File: src/rtl/dcache_sram_arbiter.sv
// Arbiter sharing one simple-dual-port D-cache data SRAM between CPU single-word
// accesses and line-engine fill/evict bursts, with same-line blocking and starvation limit.
module dcache_sram_arbiter #(
    parameter int ADDR_WIDTH = 9,
    parameter int DATA_WIDTH = 32,
    parameter int BE_WIDTH   = 4,
    parameter int LINE_WORDS = 8,
    parameter int STARVE_MAX = 4
) (
    input  logic                  clk,
    input  logic                  rst,
    input  logic                  cpu_req,
    input  logic                  cpu_we,
    input  logic [ADDR_WIDTH-1:0] cpu_addr,
    input  logic [DATA_WIDTH-1:0] cpu_wdata,
    input  logic [BE_WIDTH-1:0]   cpu_be,
    output logic                  cpu_gnt,
    output logic                  cpu_rvalid,
    output logic [DATA_WIDTH-1:0] cpu_rdata,
    input  logic                  ln_req,
    input  logic                  ln_we,
    input  logic [ADDR_WIDTH-1:0] ln_base,
    input  logic                  ln_wvalid,
    input  logic [DATA_WIDTH-1:0] ln_wdata,
    output logic                  ln_wready,
    output logic                  ln_rvalid,
    output logic [DATA_WIDTH-1:0] ln_rdata,
    output logic                  ln_done,
    output logic                  ln_busy,
    output logic                  ram_wr_en,
    output logic [ADDR_WIDTH-1:0] ram_wr_addr,
    output logic [DATA_WIDTH-1:0] ram_wr_data,
    output logic [BE_WIDTH-1:0]   ram_wr_byte_en,
    output logic [ADDR_WIDTH-1:0] ram_rd_addr,
    input  logic [DATA_WIDTH-1:0] ram_rd_data,
    output logic [1:0]            state_dbg
);

    localparam int OFF = $clog2(LINE_WORDS);
    localparam int SW  = $clog2(STARVE_MAX + 1);
    localparam logic [OFF-1:0] LAST_BEAT  = OFF'(LINE_WORDS - 1);
    localparam logic [SW-1:0]  STARVE_LIM = SW'(STARVE_MAX);

    typedef enum logic [1:0] {
        IDLE       = 2'd0,
        FILL       = 2'd1,
        EVICT      = 2'd2,
        EVICT_TAIL = 2'd3
    } state_t;

    state_t                     state, state_nxt;
    logic [OFF-1:0]             beat_cnt;
    logic [SW-1:0]              starve_cnt;
    logic [ADDR_WIDTH-OFF-1:0]  line_q;
    logic [ADDR_WIDTH-1:0]      line_addr;
    logic                       start_ln;
    logic                       cpu_same_line;
    logic                       fill_beat;
    logic                       last_beat;
    logic                       unused_ln_base;

    // Handshakes: cpu_gnt and fill beats (ln_wvalid && ln_wready) complete in the cycle
    // they are seen; cpu_rvalid/ln_rvalid qualify ram_rd_data one cycle after the read issue.
    assign start_ln      = (state == IDLE) && ln_req && (!cpu_req || starve_cnt == STARVE_LIM);
    assign cpu_same_line = (cpu_addr[ADDR_WIDTH-1:OFF] == line_q);
    assign fill_beat     = (state == FILL) && ln_wvalid;
    assign last_beat     = (beat_cnt == LAST_BEAT);
    assign line_addr     = {line_q, beat_cnt};
    assign unused_ln_base = ^ln_base[OFF-1:0];

    assign ln_busy   = (state != IDLE);
    assign state_dbg = state;
    assign cpu_rdata = rst ? '0 : ram_rd_data;
    assign ln_rdata  = rst ? '0 : ram_rd_data;

    always_ff @(posedge clk or posedge rst) begin
        if (rst) state <= IDLE;
        else     state <= state_nxt;
    end

    always_comb begin
        state_nxt = state;
        case (state)
            IDLE:       if (start_ln) state_nxt = ln_we ? FILL : EVICT;
            FILL:       if (fill_beat && last_beat) state_nxt = IDLE;
            EVICT:      if (last_beat) state_nxt = EVICT_TAIL;
            EVICT_TAIL: state_nxt = IDLE;
            default:    state_nxt = IDLE;
        endcase
    end

    always_comb begin
        cpu_gnt        = 1'b0;
        ln_wready      = 1'b0;
        ram_wr_en      = 1'b0;
        ram_wr_addr    = '0;
        ram_wr_data    = '0;
        ram_wr_byte_en = '0;
        ram_rd_addr    = '0;
        if (!rst) begin
            case (state)
                IDLE: begin
                    if (!start_ln && cpu_req) begin
                        cpu_gnt = 1'b1;
                        if (cpu_we) begin
                            ram_wr_en      = 1'b1;
                            ram_wr_addr    = cpu_addr;
                            ram_wr_data    = cpu_wdata;
                            ram_wr_byte_en = cpu_be;
                        end else begin
                            ram_rd_addr = cpu_addr;
                        end
                    end
                end
                FILL: begin
                    ln_wready = 1'b1;
                    if (ln_wvalid) begin
                        ram_wr_en      = 1'b1;
                        ram_wr_addr    = line_addr;
                        ram_wr_data    = ln_wdata;
                        ram_wr_byte_en = '1;
                    end
                    // Read port is idle during a fill; lend it to CPU reads outside the line.
                    if (cpu_req && !cpu_we && !cpu_same_line) begin
                        cpu_gnt     = 1'b1;
                        ram_rd_addr = cpu_addr;
                    end
                end
                EVICT: begin
                    ram_rd_addr = line_addr;
                    if (cpu_req && cpu_we && !cpu_same_line) begin
                        cpu_gnt        = 1'b1;
                        ram_wr_en      = 1'b1;
                        ram_wr_addr    = cpu_addr;
                        ram_wr_data    = cpu_wdata;
                        ram_wr_byte_en = cpu_be;
                    end
                end
                default: ;
            endcase
        end
    end

    always_ff @(posedge clk or posedge rst) begin
        if (rst) begin
            beat_cnt   <= '0;
            starve_cnt <= '0;
            line_q     <= '0;
            cpu_rvalid <= 1'b0;
            ln_rvalid  <= 1'b0;
            ln_done    <= 1'b0;
        end else begin
            cpu_rvalid <= cpu_gnt && !cpu_we;
            ln_rvalid  <= (state == EVICT);
            ln_done    <= (fill_beat && last_beat) || ((state == EVICT) && last_beat);
            case (state)
                IDLE: begin
                    if (start_ln) begin
                        line_q     <= ln_base[ADDR_WIDTH-1:OFF];
                        starve_cnt <= '0;
                        beat_cnt   <= '0;
                    end else if (cpu_req && ln_req && starve_cnt != STARVE_LIM) begin
                        starve_cnt <= starve_cnt + 1'b1;
                    end
                end
                FILL:    if (ln_wvalid) beat_cnt <= beat_cnt + 1'b1;
                EVICT:   beat_cnt <= beat_cnt + 1'b1;
                default: ;
            endcase
        end
    end

endmodule

File: config.mk
export PLATFORM = sky130hd
export DESIGN_NAME = dcache_sram_arbiter
export DESIGN_NICKNAME = d
export VERILOG_FILES = /design/src/rtl/dcache_sram_arbiter.sv
export SDC_FILE = /design/constraint.sdc
export NUM_CORES = 1
export LEC_CHECK = 0
export CORE_AREA = 2 2 98 100
export CTS_CLUSTER_SIZE = 16
export DETAILED_ROUTE_END_ITERATION = 10
export DIE_AREA = 0 0 100 102
export DONT_BUFFER_PORTS = 1
export PLACE_DENSITY = 0.39
export REMOVE_ABC_BUFFERS = 1
export SLEW_MARGIN = 25
export SYNTH_ARGS = -nofsm -noshare
export SYNTH_HDL_FRONTEND = slang
export SYNTH_SLANG_ARGS = --single-unit
File: constraint.sdc
create_clock -name clk -period 2.7 [get_ports clk]
set_input_delay 0.81 -clock clk [delete_from_list [all_inputs] [get_ports clk]]
set_output_delay 0.81 -clock clk [all_outputs]
set_load 0.02 [all_outputs]
==> results.tsv, run 1 <==
stage	metric	value	unit
status	status	finished with violations	
status	failed_checks	negative setup slack	
placed_design	port_buffers	0	
sta	hold_viol	0	
finish	design.final.nets	578	
worst_setup_path	worst_ep_required	1.89	ns
placed_design	hpwl	7080	um
floorplanning	initial_core_util	27.2	%
finish	drive_above_1_share	49.0	%
sta	worstMarginPinSlew	0.701	ns
synth	synth_area_leader_cell	dfrtp_1	
finish	insertedDiodeCount	0	
worst_setup_path	worstSetupStartpointType	register	
floorplanning	core.rowCount	35	
detailed_routing	wl	9580	um
power_and_ir_drop	power.leakage	1.93	nW
placed_design	detailedPlace.worstSlack	-0.610	ns
synth	synth.yosys.seq_area_share	17.2	%
finish	share_of_the_core_filled_with_cells	43.5	%
synth	synth.top_cell.area_share	17.2	%
synth	netlist_top_cells_area	dfrtp_1 (17%), buf_4 (10%), nand2_1 (10%)	
power_and_ir_drop	power.share.switching	46.2	%
detailed_routing	drt_iter0_markers	72	
sta	worst_clock_skew	0.00336	ns
power_and_ir_drop	power_frac_clock	7.1	%
sta	hold_slack	0.547	ns
floorplanning	die_w	100	um
sta	timing.final.crit_share	107	%
power_and_ir_drop	total_switching_power	1.31	mW
clocking	h_tree_lvl_count	1	
sta	final.min_clock_period	2.88	ns
clocking	cts_inserted_buffers	3	
placed_design	gp_routability_congestion	0.741	
worst_setup_path	critical_path_top_delay_cell	dfrtp_1	
global_route	grt_use_total	17.2	%
floorplanning	core	9110	sq um
power_and_ir_drop	power.ir.vdd_worst	0.358	mV
synth	yosys_warnings	0	
synth	netlist_instances	339	
floorplanning	die_ar	10200	sq um
synth	synthArstFlopShare	100	%
synth	ys_dominant_reg_cell	dfrtp_1	
clocking	tritoncts_clock_tree	yes	
power_and_ir_drop	seq_power_share	16.3	%
worst_setup_path	cpLargestDelayFamily	buffers and inverters	
worst_setup_path	r2r-start	state_dbg[0]$_DFFE_PP0P_	
worst_setup_path	worst-setup-path-type	reg2out	
sta	grt_setup_unrepaired	yes	
detailed_routing	routedWlPerCell	17.3	um
clocking	cts.root.buffer_cell	clkbuf_8	
global_route	grt_max_degree	37	
power_and_ir_drop	comb_power_share	76.6	%
clocking	cts_num_sinks	17	
detailed_routing	ant_nets	0	
global_route	grt_pass1_wl	13900	um
synth	syn_avg_cell_area	7.31	sq um
sta	worst_slack	-0.181	ns
sta	max_freq	347	MHz
synth	synth_area	2480	sq um
synth	synth.most_common_cell	nand2_1	
power_and_ir_drop	power-per-cell-area	714	nW/um^2
worst_setup_path	cp_cell_sequence	inv_1 > ha_2 > and3_4 > buf_6 > nor2_4 > o2111ai_4 > buf_12 > o31ai_1 > buf_4	
clocking	clk_path_buf_depth	2	
global_route	grt.overflow.total	0	
worst_setup_path	arrival	2.07	ns
detailed_routing	dr_total_vias	2690	
global_route	grt_antenna_before_repair	0	
worst_setup_path	worst-path-buf-inv	4	
clocking	clk_transition_reported_paths	0.07	ns
floorplanning	io_pins	252	
synth	synth-edff-count	0	
detailed_routing	firstDrtPassIters	5	
power_and_ir_drop	cell_internal_pwr	1.52	mW
clocking	worst_skew_pair_later_pin_latency	0.26	ns
detailed_routing	avgViaCountPerCell	4.86	
detailed_routing	drc	0	
run	cap_violations	0	
min_path	min_delay_path_class	reg2reg	
synth	post_synth_most_frequent_cells	nand2_1 (66), inv_1 (55), nor2b_1 (37), buf_4 (34), o31ai_1 (33)	
synth	post_synth_num_cell_types	35	
synth	yosys_register_bits	17	
sta	slew_violations	0	
worst_setup_path	slowest_delay	0.34	ns
floorplanning	die_height	102	um
sta	setup_viol_count_final	56	
min_path	timing.hold.worst.start	starve_cnt[2]$_DFFE_PP0P_	
worst_setup_path	crit_path_start	starve_cnt[0]$_DFFE_PP0P_	
clocking	postCtsHoldBufs	0	
global_route	via_count_of_the_first_global_routing_pass	2709	
worst_setup_path	critical_path_fanout_max	30	
finish	area_growth	59.9	%
sta	max_transition_margin	53.2	%
worst_setup_path	endpoint_kind	primary output	
stage by stage:
step	instance area [sq um]	power (mW)	cells	setup TNS [ns]
global placement	3290	2.23	534	-23.16
detailed placement	3290	2.26	534	-24.55
CTS	3790	2.72	553	-6.67
finish	3960	2.83	554	-5.86
global route	3960	3.05	554	-11.37
floorplan	2100	1.46	288	-24.21
path summary, 6_finish.rpt:
path	to	slack (ns)	cells past startpoint
worst min-delay path	starve_cnt[2]$_DFFE_PP0P_	0.55	1
worst min register to register	starve_cnt[2]$_DFFE_PP0P_	0.55	1
max in group asynchronous	line_q[5]$_DFFE_PP0P_	1.69	1
worst max-delay path	ram_wr_data[11]	-0.18	9
min in group asynchronous	ln_done$_DFF_PP0_	0.56	1
worst max register to register	line_q[5]$_DFFE_PP0P_	0.87	6
power by group through the flow:
stage | sequential [mW] | combinational (mW) | clock (mW)
after global placement | 0.441 | 1.79 | 0
after global routing | 0.478 | 2.35 | 0.219
final | 0.461 | 2.17 | 0.201
after detailed placement | 0.445 | 1.81 | 0
after CTS | 0.452 | 2.06 | 0.209
after floorplan | 0.476 | 0.982 | 0
layout make-up:
cell class / count / area (sq um)
inverter: 55 / 206
clock buffer: 4 / 45.0
sequential: 17 / 425
tap: 111 / 139
multi-input combinational: 217 / 1800
timing repair buffer: 150 / 1350
fill: 920 / 5140
repair_timing:
item / 4_1_cts / 5_1_grt
gates resized for setup: 58 / 29
gates cloned: 3 / 0
setup endpoints to repair: 56 / 56
buffers inserted: 12 / 1
pin swaps: 13 / 3
per-layer routing:
layer / vias up / track usage (%) / share of wire [%]
li1: 1285 / - / -
met1: 1274 / 20.4 / 40
met2: 113 / 31.8 / 53
met3: 18 / 3.90 / 5.9
met4: 0 / 3.69 / 1.6
met5: - / 0 / 0
layout by cell type (no fill, tap or decap), drive strengths merged, types with 3 or more instances in the layout:
| master | count |
|---|---|
| xnor2 | 6 |
| nand4 | 3 |
| nand2 | 66 |
| a21oi | 3 |
| o21ai | 7 |
| o31ai | 44 |
| dfrtp | 17 |
| inv | 55 |
| mux2i | 5 |
| ha | 9 |
| mux2 | 7 |
| nor2 | 6 |
| o22ai | 8 |
| clkbuf | 4 |
| nor2b | 37 |
| buf | 149 |
flip-flops by register name, indices dropped and copies added (netlist names):
name,cells
beat_cnt,3
line_q,6
state_dbg,2
ln_done,1
starve_cnt,3
ln_rvalid,1
cpu_rvalid,1
cells by family after synthesis:
logic type	count (synthesis)	synth area share [%]
and+or+nand+nor	119	23.8
buffers and inverters	106	23.6
AOI/OAI and AO/OA	70	23.6
DFF	17	17.2
muxes	12	5.20
adders and majority gates	9	4.54
xor gates and xnor gates	6	2.12
Note: power is estimated with default switching activity, not from simulation.
==> inputs of run 2 (changes only) <==
--- a/config.mk
+++ b/config.mk
@@ -5,12 +5,13 @@
 export SDC_FILE = /design/constraint.sdc
 export NUM_CORES = 1
 export LEC_CHECK = 0
-export CORE_AREA = 2 2 98 100
+export ABC_AREA = 1
+export CORE_AREA = 2 2 97 99
 export CTS_CLUSTER_SIZE = 16
 export DETAILED_ROUTE_END_ITERATION = 10
-export DIE_AREA = 0 0 100 102
+export DIE_AREA = 0 0 99 101
 export DONT_BUFFER_PORTS = 1
-export PLACE_DENSITY = 0.39
+export PLACE_DENSITY = 0.37
 export REMOVE_ABC_BUFFERS = 1
 export SLEW_MARGIN = 25
 export SYNTH_ARGS = -nofsm -noshare
==> run 2 against run 1 <==
Effect of this change: the flow still finishes with violations (negative setup slack); hold slack gained 0.0033 ns; clock power is essentially flat; sequential share of layout area grew 0.73 points; highest routed layer unchanged.
==> results.tsv, run 2 <==
stage	metric	value	unit	change
floorplanning	die_w	99	um	-1.0%
synth	yosys_warnings	0		unchanged
finish	top_regs	line_q x6, beat_cnt x3, starve_cnt x3		
synth	synth.most_common_cell	nand2_1		
synth	synth.yosys.seq_area_share	18.6	%	+1.4 points
worst_setup_path	worst-setup-path-type	in2out		
clocking	postCtsHoldBufs	0		unchanged
sta	hold_viol	0		unchanged
global_route	grt.overflow.total	0		unchanged
worst_setup_path	endpoint_kind	primary output		
floorplanning	io_pins	252		unchanged
synth	synth_area_leader_cell	nand2_1		
sta	hold_slack	0.550	ns	+0.00326 ns
synth	synth-compound-area-share	15.4	%	-8.2 points
synth	syn_avg_cell_area	5.52	sq um	-24%
sta	worst_slack	-0.0982	ns	+0.0829 ns
detailed_routing	drt_iter0_markers	62		-14%
floorplanning	core.rowCount	35		unchanged
placed_design	detailedPlace.worstSlack	-0.0442	ns	+0.566 ns
finish	insertedDiodeCount	0		unchanged
floorplanning	die_ar	10000	sq um	-2.0%
status	status	finished with violations		
floorplanning	initial_core_util	25.5	%	-1.7 points
synth	netlist_instances	414		+22%
worst_setup_path	register_to_register_path_depth	8		+2
global_route	grt_pass1_wl	12300	um	-12%
synth	post_synth_num_cell_types	20		-43%
worst_setup_path	arrival	1.99	ns	-0.08 ns
global_route	via_count_of_the_first_global_routing_pass	2518		-7.1%
sta	timing.final.crit_share	104	%	-3.1 points
sta	max_transition_margin	53.8	%	+0.60 points
run	cap_violations	0		unchanged
detailed_routing	dr_total_vias	2758		+2.5%
sta	setup_viol_count_final	51		-8.9%
clocking	clk_transition_reported_paths	0.07	ns	about the same
power_and_ir_drop	power_frac_clock	7.1	%	about the same
power_and_ir_drop	power-per-cell-area	753	nW/um^2	+5.6%
clocking	cts_num_sinks	17		unchanged
detailed_routing	wl	9030	um	-5.8%
synth	largest_family_of_logic_cells_by_synthesized_area	simple AND/OR/NAND/NOR gates		
synth	muxShareOfSynthArea	0.492	%	-4.7 points
synth	post_synth_most_frequent_cells	nand2_1 (137), inv_1 (61), nor2_1 (55), a21oi_1 (53), buf_4 (32)		
synth	synth_simple_gate_area_share	35.0	%	+11 points
clocking	h_tree_lvl_count	1		unchanged
power_and_ir_drop	power.ir.vdd_worst	0.494	mV	+38%
detailed_routing	ant_nets	0		unchanged
power_and_ir_drop	cell_internal_pwr	1.33	mW	-13%
clocking	cts_inserted_buffers	3		unchanged
sta	max_freq	357	MHz	+3.0%
sta	grt_setup_unrepaired	yes		
synth	netlist_top_cells_area	nand2_1 (22%), dfrtp_1 (19%), a21oi_1 (12%)		
finish	design.final.nets	618		+6.9%
sta	worst_clock_skew	0.00279	ns	-0.000571 ns
finish	area_growth	62.3	%	
power_and_ir_drop	power.share.switching	52.4	%	+6.3 points
detailed_routing	drc	0		unchanged
sta	slew_violations	0		unchanged
clocking	cts.root.buffer_cell	clkbuf_8		
placed_design	placement.cell_area	2910	sq um	-11%
clocking	worst_skew_pair_later_pin_latency	0.25	ns	about the same
power_and_ir_drop	total_switching_power	1.47	mW	+12%
placed_design	port_buffers	0		unchanged
power_and_ir_drop	comb_power_share	76.1	%	-0.5 points
finish	layout.cells.most_common	nand2_1		
global_route	grt_use_total	15.4	%	-1.8 points
finish	most-common-layout-cells	nand2_1 (98), buf_4 (77), inv_1 (55), nor2_1 (44), a21oi_2 (33)		
power_and_ir_drop	seq_power_share	16.8	%	+0.5 points
sta	final.min_clock_period	2.80	ns	-0.0829 ns
sta	worstMarginPinSlew	0.692	ns	-0.00893 ns
global_route	grt_antenna_before_repair	0		unchanged
clocking	tritoncts_clock_tree	yes		
synth	synth_area	2290	sq um	-7.7%
floorplanning	core	8980	sq um	-1.4%
placed_design	hpwl	6440	um	-9.2%
worst_setup_path	critical_path_fanout_max	7		-77%
synth	synth_xor_area_share	0.383	%	-1.7 points
detailed_routing	avgViaCountPerCell	4.64		-4.4%
detailed_routing	routedWlPerCell	15.2	um	-12%
floorplanning	die_height	101	um	-0.98%
status	failed_checks	negative setup slack		
worst_setup_path	worst_ep_required	1.89	ns	about the same
finish	top_register	line_q		
finish	drive_above_1_share	47.0	%	-2.0 points
finish	largest_register_ff_count	6		unchanged
synth	synth.top_cell.area_share	22.5	%	+5.3 points
synth	ys_dominant_reg_cell	dfrtp_1		
synth	synth-edff-count	0		unchanged
placed_design	gp_routability_congestion	0.842		+14%
synth	post_synth_fa_ha_maj_area_fraction	4.92	%	+0.38 points
global_route	grt_max_degree	51		+38%
min_path	min_delay_path_class	in2async		
clocking	clk_path_buf_depth	2		unchanged
power_and_ir_drop	power.leakage	1.80	nW	-7.0%
synth	synthArstFlopShare	100	%	unchanged
worst_setup_path	worstSetupStartpointType	input port		
finish	stdcell_area	3710	sq um	-6.3%
detailed_routing	firstDrtPassIters	4		-1
finish	fill_cells	939		+2.1%
synth	yosys_register_bits	17		unchanged
[run 2: changes by cell type after synthesis, sizes merged, moves of 8 or more]
cell / before / now
o22ai: 8 / 0
o31ai: 44 / 0
nor2b: 37 / 0
nand2: 66 / 138
nor2: 5 / 57
a21oi: 3 / 54
inv: 55 / 63
[run 2: kinds of logic (layout without fill, tap and decap cells)]
logic type / count (synthesis) / in the layout
AO/OA/AOI/OAI: 67 / 67
XOR/XNOR: 1 / 1
adder cells (fa/ha/maj): 9 / 9
buffers and inverters: 114 / 183
flip-flops: 17 / 17
multiplexers: 1 / 1
AND/OR/NAND/NOR: 205 / 205
[run 2: power by group through the flow]
stage,clock network (mW),registers [mW],logic [mW]
after floorplan,0,0.478,0.970
after global placement,0,0.473,1.60
after detailed placement,0,0.476,1.60
after CTS,0.209,0.471,1.84
after global routing,0.222,0.488,2.32
final,0.198,0.471,2.13
[run 2: final cells by class]
cell class / instances / area [sq um] / area share [%]
Timing Repair Buffer: 116 / 1120 / 30.1
Inverter: 63 / 236 / 6.37
Sequential cell: 17 / 425 / 11.5
Clock buffer: 4 / 45.0 / 1.21
Multi-Input combinational cell: 283 / 1750 / 47.1
Tap cell: 111 / 139 / 3.74
[run 2: critical path: stages]
cell	delay, ns
inv_2	0.04
a21oi_4	0.15
nor2_4	0.06
nor2_4	0.13
nand3_4	0.11
nand2_8	0.14
buf_12	0.14
nand2_1	0.08
a21oi_1	0.15
buf_4	0.16
[run 2: what timing repair did]
action,in CTS,in global routing
buffers inserted,10,1
resized for setup,33,132
setup endpoints to repair,55,56
gates cloned,2,3
pin swaps,4,23
[run 2: stage by stage]
stage          util [%]  TNS, ns  std cells  power (mW)
6_report           41.4    -2.33        594        2.80
5_1_grt            41.4    -6.67        594        3.03
4_1_cts            35.7    -2.05        592        2.52
3_5_place_dp       32.4   -0.574        576        2.08
3_3_place_gp       32.4   -0.184        576        2.07
2_1_floorplan         -    -5.96        363        1.45
[run 2: worst paths after layout]
check / start / to / slack, ns
worst max register to register: state_dbg[1]$_DFFE_PP0P_ / beat_cnt[2]$_DFFE_PP0P_ / 0.99
worst max-delay path: cpu_req / ram_wr_data[27] / -0.1
worst min register to register: state_dbg[1]$_DFFE_PP0P_ / state_dbg[1]$_DFFE_PP0P_ / 0.59
worst min-delay path: rst / beat_cnt[2]$_DFFE_PP0P_ / 0.55
min in group clk: state_dbg[1]$_DFFE_PP0P_ / state_dbg[1]$_DFFE_PP0P_ / 0.59
max in group asynchronous: rst / line_q[3]$_DFFE_PP0P_ / 1.71
[run 2: layer usage]
layer / GRT usage, % / vias up / share of wire [%]
met1: 18.2 / 1253 / 41
met2: 27.0 / 139 / 48
met5: 0 / - / 0
met4: 3.16 / 0 / 0.63
li1: - / 1360 / -
met3: 5.48 / 6 / 10
